<file path="src/rtl/regfile_pkg.sv">
// Shared sizing helpers and types for the regfile_scoreboard register file.
package regfile_pkg;

    function automatic int addr_w_of(input int depth);
        return $clog2(depth);
    endfunction

    function automatic int cnt_w_of(input int depth);
        return $clog2(depth + 1);
    endfunction

    localparam int DEFAULT_DEPTH = 32;

    typedef logic [DEFAULT_DEPTH-1:0] busy_vec_t;

    typedef enum logic [0:0] {
        ERR_DOUBLE_ISSUE,
        ERR_WR_COLLIDE
    } sb_err_cause_e;

endpackage

</file>
<file path="src/rtl/regfile_scoreboard_bits.sv">
// Busy scoreboard for regfile_scoreboard: per-register busy bits,
// the pending-write count and the sticky error flag.
module regfile_scoreboard_bits
    import regfile_pkg::*;
#(
    parameter int DEPTH  = 32,
    parameter int NUM_WR = 2,
    parameter int ADDR_W = addr_w_of(DEPTH),
    parameter int CNT_W  = cnt_w_of(DEPTH)
) (
    input  logic                     clk,
    input  logic                     nRST,
    input  logic                     issue_en,
    input  logic [ADDR_W-1:0]        issue_index,
    input  logic [NUM_WR-1:0]        wr_en,
    input  logic [NUM_WR*ADDR_W-1:0] wr_index,
    output logic [DEPTH-1:0]         busy,
    output logic [CNT_W-1:0]         pending_cnt,
    output logic                     sb_err
);

    logic [DEPTH-1:0] issue_vec;
    logic [DEPTH-1:0] release_vec;
    logic [DEPTH-1:0] busy_d;
    logic [DEPTH-1:0] cleared;
    logic             set_new;
    logic             double_issue;
    logic             wr_collide;
    logic [CNT_W-1:0] cnt_d;

    // NOTE: every signal gets a default at the top of always_comb so no path leaves it unassigned (no latch).
    always_comb begin
        issue_vec   = '0;
        release_vec = '0;
        wr_collide  = 1'b0;
        if (issue_en) issue_vec[issue_index] = 1'b1;
        for (int w = 0; w < NUM_WR; w++) begin
            if (wr_en[w]) release_vec[wr_index[w*ADDR_W +: ADDR_W]] = 1'b1;
        end
        issue_vec[0]   = 1'b0;
        release_vec[0] = 1'b0;

        // A new reservation beats a same-cycle release of the same register.
        busy_d       = (busy & ~release_vec) | issue_vec;
        cleared      = busy & ~busy_d;
        set_new      = |(issue_vec & ~busy);
        double_issue = |(issue_vec & busy & ~release_vec);
        cnt_d        = pending_cnt + CNT_W'(set_new) - CNT_W'($countones(cleared));

        for (int a = 0; a < NUM_WR; a++) begin
            for (int b = a + 1; b < NUM_WR; b++) begin
                if (wr_en[a] && wr_en[b]
                    && wr_index[a*ADDR_W +: ADDR_W] == wr_index[b*ADDR_W +: ADDR_W]
                    && wr_index[a*ADDR_W +: ADDR_W] != '0)
                    wr_collide = 1'b1;
            end
        end
    end

    // NOTE: sequential state uses non-blocking assignments so every flop samples pre-edge values.
    always_ff @(posedge clk or negedge nRST) begin
        if (!nRST) begin
            busy        <= '0;
            pending_cnt <= '0;
            sb_err      <= 1'b0;
        end else begin
            busy        <= busy_d;
            pending_cnt <= cnt_d;
            sb_err      <= sb_err | double_issue | wr_collide;
        end
    end

endmodule

</file>
<file path="src/rtl/regfile_scoreboard.sv">
// Multi-port integer register file with a read-after-write busy scoreboard.
// Define REGFILE_BYPASS_EN to forward same-cycle write data to the read ports.
module regfile_scoreboard
    import regfile_pkg::*;
#(
    parameter  int DATA_W    = 32,
    parameter  int DEPTH     = 32,
    parameter  int NUM_RD    = 2,
    parameter  int NUM_WR    = 2,
    parameter  int DBG_INDEX = 7,
    localparam int ADDR_W    = addr_w_of(DEPTH),
    localparam int CNT_W     = cnt_w_of(DEPTH)
) (
    input  logic                     clk,
    input  logic                     nRST,
    input  logic [NUM_RD*ADDR_W-1:0] rd_index,
    output logic [NUM_RD*DATA_W-1:0] rd_data,
    output logic [NUM_RD-1:0]        rd_busy,
    input  logic [NUM_WR-1:0]        wr_en,
    input  logic [NUM_WR*ADDR_W-1:0] wr_index,
    input  logic [NUM_WR*DATA_W-1:0] wr_data,
    input  logic                     issue_en,
    input  logic [ADDR_W-1:0]        issue_index,
    output logic [DATA_W-1:0]        dbg_data,
    output logic [CNT_W-1:0]         pending_cnt,
    output logic                     sb_err
);

    localparam logic [ADDR_W-1:0] DBG_ADDR = ADDR_W'(DBG_INDEX);

    logic [DATA_W-1:0] regs [DEPTH];
    logic [DEPTH-1:0]  busy;

    regfile_scoreboard_bits #(
        .DEPTH  (DEPTH),
        .NUM_WR (NUM_WR),
        .ADDR_W (ADDR_W),
        .CNT_W  (CNT_W)
    ) u_bits (
        .clk         (clk),
        .nRST        (nRST),
        .issue_en    (issue_en),
        .issue_index (issue_index),
        .wr_en       (wr_en),
        .wr_index    (wr_index),
        .busy        (busy),
        .pending_cnt (pending_cnt),
        .sb_err      (sb_err)
    );

    // NOTE: the array is reset because reads after reset must return zero; this keeps it in flops, not RAM.
    always_ff @(posedge clk or negedge nRST) begin
        if (!nRST) begin
            for (int i = 0; i < DEPTH; i++) regs[i] <= '0;
        end else begin
            // Ascending port order: the last non-blocking write wins, so the higher port has priority.
            for (int w = 0; w < NUM_WR; w++) begin
                if (wr_en[w] && wr_index[w*ADDR_W +: ADDR_W] != '0)
                    regs[wr_index[w*ADDR_W +: ADDR_W]] <= wr_data[w*DATA_W +: DATA_W];
            end
        end
    end

    for (genvar p = 0; p < NUM_RD; p++) begin : g_rd
        logic [ADDR_W-1:0] idx;
        logic [DATA_W-1:0] data;
        logic              bsy;

        assign idx = rd_index[p*ADDR_W +: ADDR_W];

        always_comb begin
            data = (idx == '0) ? '0 : regs[idx];
            bsy  = busy[idx];
`ifdef REGFILE_BYPASS_EN
            for (int w = 0; w < NUM_WR; w++) begin
                if (wr_en[w] && idx != '0 && wr_index[w*ADDR_W +: ADDR_W] == idx) begin
                    data = wr_data[w*DATA_W +: DATA_W];
                    if (!(issue_en && issue_index == idx)) bsy = 1'b0;
                end
            end
`endif
        end

        assign rd_data[p*DATA_W +: DATA_W] = data;
        assign rd_busy[p]                  = bsy;
    end

    assign dbg_data = regs[DBG_ADDR];

endmodule

</file>
<file path="config.mk">
export PLATFORM = sky130hd
export DESIGN_NAME = regfile_scoreboard
export DESIGN_NICKNAME = d
export VERILOG_FILES = /design/src/rtl/regfile_pkg.sv /design/src/rtl/regfile_scoreboard_bits.sv /design/src/rtl/regfile_scoreboard.sv
export SDC_FILE = /design/constraint.sdc
export NUM_CORES = 2
export LEC_CHECK = 0
export BUFFER_PORTS_ARGS = -buffer_cell sky130_fd_sc_hd__clkbuf_2
export CORE_AREA = 2 2 391 393
export CTS_CLUSTER_DIAMETER = 30
export DETAILED_ROUTE_END_ITERATION = 12
export DIE_AREA = 0 0 393 395
export PLACE_DENSITY = 0.71
export REMOVE_ABC_BUFFERS = 1
export SLEW_MARGIN = 25
export SYNTH_ARGS = -nofsm -noshare
export SYNTH_HDL_FRONTEND = slang
export SYNTH_SLANG_ARGS = --single-unit
</file>
<file path="constraint.sdc">
create_clock -name clk -period 6.1 [get_ports clk]
set_clock_uncertainty 0.1 [all_clocks]
set_input_delay 1.22 -clock clk [delete_from_list [all_inputs] [get_ports clk]]
set_output_delay 1.22 -clock clk [all_outputs]
set_load 0.005 [all_outputs]
</file>
* Word level (Yosys, flattened, before mapping)
Cells that the tools add are included.
** Word-level totals
- Input bits :: 94
- Output and inout bits :: 105
- Register bits after elaboration :: 1063
** Operators by class
- Equal/unequal tests :: 1
- Add/sub/neg operators :: 33
- Bitwise gates (word level) :: 16
- Order comparisons :: 14
- Reductions and logical operators :: 16
- Mux-type cells :: 30
** Operators with widths (number)
- $bwmux 1024 :: 2
- $mux 1024 :: 2
- $mux 32 :: 11
- $bmux 32 s5 :: 2
- $demux 32 s5 :: 2
- $and 32x32->32 :: 5
- $not 32->32 :: 3
- $add 6x6->6 :: 15
- $or 32x32->32 :: 2
- $reduce_or 32->1 :: 2
- $add 1x1->2 :: 16
- $lt 5x6->1 const B :: 5
- $ge 6x6->1 const B :: 4
- $not 5->6 :: 4
- $demux 1 s5 :: 3
- $ge 5x1->1 const B :: 3
- $lt 6x1->1 const B :: 2
- $bmux 1 s5 :: 2
- $logic_and 1x1->1 :: 10
- $logic_not 5->1 :: 2
- $reduce_bool 5->1 :: 2
- $add 6x1->6 :: 1
- $mux 1 :: 6
- $sub 6x6->6 :: 1
- other kinds (2) :: 3

* Depth between registers and ports, before layout
- Depth after elaboration :: 18
- Depth in mapped cells :: 25
- Gate-level depth less buffers :: 23

* Hierarchy
From an unflattened synthesis, not the netlist that was laid out.
** Unflattened totals
- Cell total of the unflattened synthesis :: 6612
- Area, all modules :: 67931.4 sq um
** By module, submodules not included
- regfile_scoreboard :: sequential area each 25624.6 sq um, cells an instance 6206, times used 1, area each 64180.3 sq um
- regfile_scoreboard_bits :: sequential area each 950.9 sq um, cells an instance 406, times used 1, area each 3751.1 sq um

* Worst setup path after synthesis
OpenSTA, ideal clock, no wires.
- Kind :: input to register
- Start point :: input wr_index[2]
- End point :: register u_bits.pending_cnt[5]
- Arrival time :: 6368 ps
- Data required time :: 5920 ps
- Stages :: 22
- Path slack :: -448 ps
- Setup time :: 80 ps
- Buffers on the path :: 3
- Cells stage by stage :: buf_2 -> and2_1 -> buf_2 -> nand3_1 -> clkbuf_1 -> nand2_1 -> o22ai_1 -> nor2_1 -> ha_1 -> inv_1 -> fa_1 -> fa_1 -> fa_1 -> inv_1 -> fa_1 -> inv_1 -> fa_1 -> fa_1 -> ha_1 -> a21o_1 -> a21oi_1 -> xnor2_1
** On the way
- Word-level cells in the longest chain between the ends :: 18
** RTL lines
- start, declared :: line regfile_scoreboard.sv:20 : input logic [NUM_WR*ADDR_W-1:0] wr_index,
- $lt 5x6->1 (implied by the code) / $ge 5x1->1 (equally long branches) :: line regfile_scoreboard_bits.sv:38 : if (wr_en[w]) release_vec[wr_index[w*ADDR_W +: ADDR_W]] = 1'b1;
- $logic_and 1x1->1 (implied by the code) :: line regfile_scoreboard_bits.sv:38
- $mux 1 (implied by the code) :: line regfile_scoreboard_bits.sv:38
- $demux 1 s5 *
- $mux 32 * :: line regfile_scoreboard_bits.sv:38
- $or 32x32->32 (no source line)
- $mux 32 * :: line regfile_scoreboard_bits.sv:38
- $not 32->32 * :: line regfile_scoreboard_bits.sv:44 : busy_d = (busy & ~release_vec) | issue_vec;
- $and 32x32->32 * :: line regfile_scoreboard_bits.sv:44
- $or 32x32->32 * :: line regfile_scoreboard_bits.sv:44
- named net u_bits.busy_d[5] :: line regfile_scoreboard_bits.sv:24 : logic [DEPTH-1:0] busy_d;
- $not 32->32 * :: line regfile_scoreboard_bits.sv:45 : cleared = busy & ~busy_d;
- $and 32x32->32 * :: line regfile_scoreboard_bits.sv:45
- $add 1x1->2 (implied by the code) * :: line regfile_scoreboard_bits.sv:48 : cnt_d = pending_cnt + CNT_W'(set_new) - CNT_W'($countones(cleared));
- $add 6x6->6 (implied by the code) * (4 in a row) :: line regfile_scoreboard_bits.sv:48
- $sub 6x6->6 * :: line regfile_scoreboard_bits.sv:48
- named net u_bits.cnt_d[5] :: line regfile_scoreboard_bits.sv:29 : logic [CNT_W-1:0] cnt_d;
- end signal, assigned :: line regfile_scoreboard_bits.sv:68 : pending_cnt <= cnt_d;
- end, declared :: line regfile_scoreboard_bits.sv:18 : output logic [CNT_W-1:0] pending_cnt,
The timed path passes the listed nets; every way through them passes the cells marked *.

* Final worst setup path
- Start point :: input wr_index[4]
- End point :: register u_bits.pending_cnt[5]
Same word-level chain as after synthesis.

==> impl_metrics.env <==
export IMPL_die_height_um=395
export IMPL_synth_ff_type="dfrtp_1"
export IMPL_met2_usage_pct=50.3
export IMPL_comb_power_share_pct=25.7
export IMPL_synth_seq_cells=1062
export IMPL_dr_pass1_iters=9
export IMPL_p_sw_mw=10.1
export IMPL_fin_crit_sh_pct=95.7
export IMPL_die_area_um2=155000
export IMPL_layout_cells_most_common_list="1062 x dfrtp_1, 853 x nor2_1, 799 x mux2i_1"
export IMPL_cap_violations=0
export IMPL_drt_iter0_markers=8262
export IMPL_grt_pass1_vias=57400
export IMPL_finalSetupTns_ps=0
export IMPL_vias_per_cell=6.66
export IMPL_max_freq_mhz=171
export IMPL_hold_buffers=0
export IMPL_track_usage_pct=34.6
export IMPL_syn_area_um2=67400
export IMPL_seq_area_frac_synth_pct=39.4
export IMPL_syn2layout_area_growth_pct=18.1
export IMPL_end_kind="flop"
export IMPL_postRouteAntennaNets=0
export IMPL_clk_pin_slew_ps=50
export IMPL_hpwl_um=152000
export IMPL_post_route_util_pct=52.7
export IMPL_status="finished clean"
export IMPL_num_io_pins=199
export IMPL_relSlewSlack_pct=19.3
export IMPL_async_flop_share_pct=100
export IMPL_io_buffers=198
export IMPL_power_density_nw_per_um2=409
export IMPL_grt_use_met3_pct=11.8
export IMPL_cp_data_arrival_time_ps=6500
export IMPL_grt_antenna_before_repair=12
export IMPL_synth_cell_types=63
export IMPL_clk_path_buf_depth=3
export IMPL_wl_per_cell_um=31.4
export IMPL_setup_violations=0
export IMPL_h_tree_depth=4
export IMPL_cp_data_required_time_ps=6760
export IMPL_power_frac_seq_pct=32.4
export IMPL_timing_final_crit_period_ps=5840
export IMPL_via_count=57400
export IMPL_cts_tree="done"
export IMPL_final_common_cell="dfrtp_1"
export IMPL_power_share_clock_pct=41.9
export IMPL_grt_max_degree=153
export IMPL_tightest_slew_ps=1210
export IMPL_holdWs_ps=285
export IMPL_start_util_pct=44.6
export IMPL_clk_latency_ps=840
export IMPL_vdd_drop_max_v=0.000501
export IMPL_cts_buffers=232
export IMPL_fillers=12500
export IMPL_core_um2=151000
export IMPL_netlist_instances=6372
export IMPL_rsz0062_at_grt="false"
export IMPL_intPower_mw=22.5
export IMPL_drive_above_1_share_pct=25.8
export IMPL_post_cts_buffers=0
export IMPL_path_class="primary input to flop"
export IMPL_clock_root_buffer="clkbuf_16"
export IMPL_finalPower_mw=32.6
export IMPL_routed_wl_um=270000
export IMPL_drc=0
export IMPL_path_max_fanout=9
export IMPL_cts_resized=0
export IMPL_layout_nets=6522
export IMPL_grt_pass1_wl_um=390000
export IMPL_synth_edf_count=0
export IMPL_p_sw_share_pct=30.9
export IMPL_report_final_slew_viol_count=0
export IMPL_grt_overflow=0
export IMPL_grt_use_met1_pct=42.5
export IMPL_yosys_warnings=0
export IMPL_clock_sinks=1062
export IMPL_rows=143
export IMPL_busiest_layer="met2"
export IMPL_globalplace_congestion=0.945
export IMPL_start_kind="primary input"
export IMPL_p_leak_nw=35.2
export IMPL_syn_avg_cell_area_um2=10.6
export IMPL_final_hold_violation_count=0
export IMPL_min_path_type="primary input to asynchronous set/reset pin"
export IMPL_die_x_um=393
[per-layer routing]
layer | vias up | wire length, µm | part of all wire, %
met3 | 1308 | 35600 | 13
met5 | - | 82 | 0.030
met4 | 12 | 23300 | 8.6
li1 | 23100 | - | -
met1 | 28400 | 93200 | 34
met2 | 4570 | 118000 | 44
[sequential cells by signal, summed over array words and instances (netlist names)]
register and flops:
u_bits.busy 31, u_bits.sb_err 1, dbg_data 32, regs 992, u_bits.pending_cnt 6
[cell usage after synthesis, types with 13 or more instances]
master,instances,area share [%]
dfrtp_1,1062,39
nor2_1,861,4.8
mux2i_1,799,12
a21oi_1,740,5.5
mux4_2,659,22
nand2_1,585,3.3
o21ai_0,515,3.8
clkbuf_1,501,2.8
buf_2,147,1.1
inv_1,82,0.46
buf_4,59,0.66
buf_1,51,0.28
nand3_1,40,0.30
ha_1,32,0.59
fa_1,29,0.86
nand4_1,23,0.21
o22ai_1,15,0.14
nor3_1,14,0.10
and3_1,13,0.12
nor2b_1,13,0.12
[critical path: stages]
cell      delay, ps
clkbuf_2        180
nor2_1          370
buf_4           270
nand3_4         100
a31o_2          270
nor2_1          130
ha_1            160
inv_1            60
fa_1            470
fa_1            460
fa_1            540
inv_1            50
fa_1            530
inv_1            50
fa_1            390
fa_1            490
ha_1            280
a21o_1          170
a21oi_1         160
xnor2_1         130
[logic make-up after synthesis]
logic type,share of synthesized area [%]
xor gates and xnor gates,0.143
muxes,33.9
AOI/OAI and AO/OA,10.0
adders and majority gates,1.45
and+or+nand+nor,9.67
buffers and inverters,5.41
DFF,39.4
[final cells by class]
| type | count | area, µm² | area share, % |
|---|---|---|---|
| diodes | 14 | 35.0 | 0.0440 |
| clock buffers | 271 | 6230 | 7.83 |
| clock inverters | 163 | 2320 | 2.91 |
| inverters | 82 | 308 | 0.386 |
| multi-input cells | 4462 | 37700 | 47.3 |
| flip-flops and latches | 1062 | 26600 | 33.4 |
| well taps | 2030 | 2540 | 3.19 |
| repair buffers | 527 | 3990 | 5.01 |
[per-stage QoR]
step / setup slack (ps) / cell area, µm² / std cells
detailed placement: -595 / 71000 / 8162
CTS: 314 / 79600 / 8596
floorplan: -3580 / 64100 / 5606
global placement: -586 / 71000 / 8162
global route: 60.5 / 79600 / 8600
finish: 259 / 79700 / 8611
[final timing paths]
| kind | depth (start not counted) | endpoint | slack, ps | startpoint |
|---|---|---|---|---|
| setup reg to reg | 17 | u_bits.pending_cnt[5] | 840 | u_bits.busy[18] |
| max in group asynchronous | 3 | regs[522] | 3950 | nRST |
| setup / recovery | 20 | u_bits.pending_cnt[5] | 260 | wr_index[4] |
| min in group clk | 0 | regs[1008] | 290 | regs[1008] |
| hold reg to reg | 0 | regs[1008] | 290 | regs[1008] |
| hold / removal | 1 | regs[143] | 280 | nRST |
[power by group through the flow]
stage          logic, mW  clock network [mW]  registers, mW
2_1_floorplan       5.58                   0           9.94
3_3_place_gp        8.04                   0           10.3
3_5_place_dp        8.29                   0           10.5
4_1_cts             8.34                13.7           10.4
6_report            8.37                13.6           10.5
5_1_grt             9.20                14.0           10.7
No activity file was read; power rests on OpenSTA's default activity.
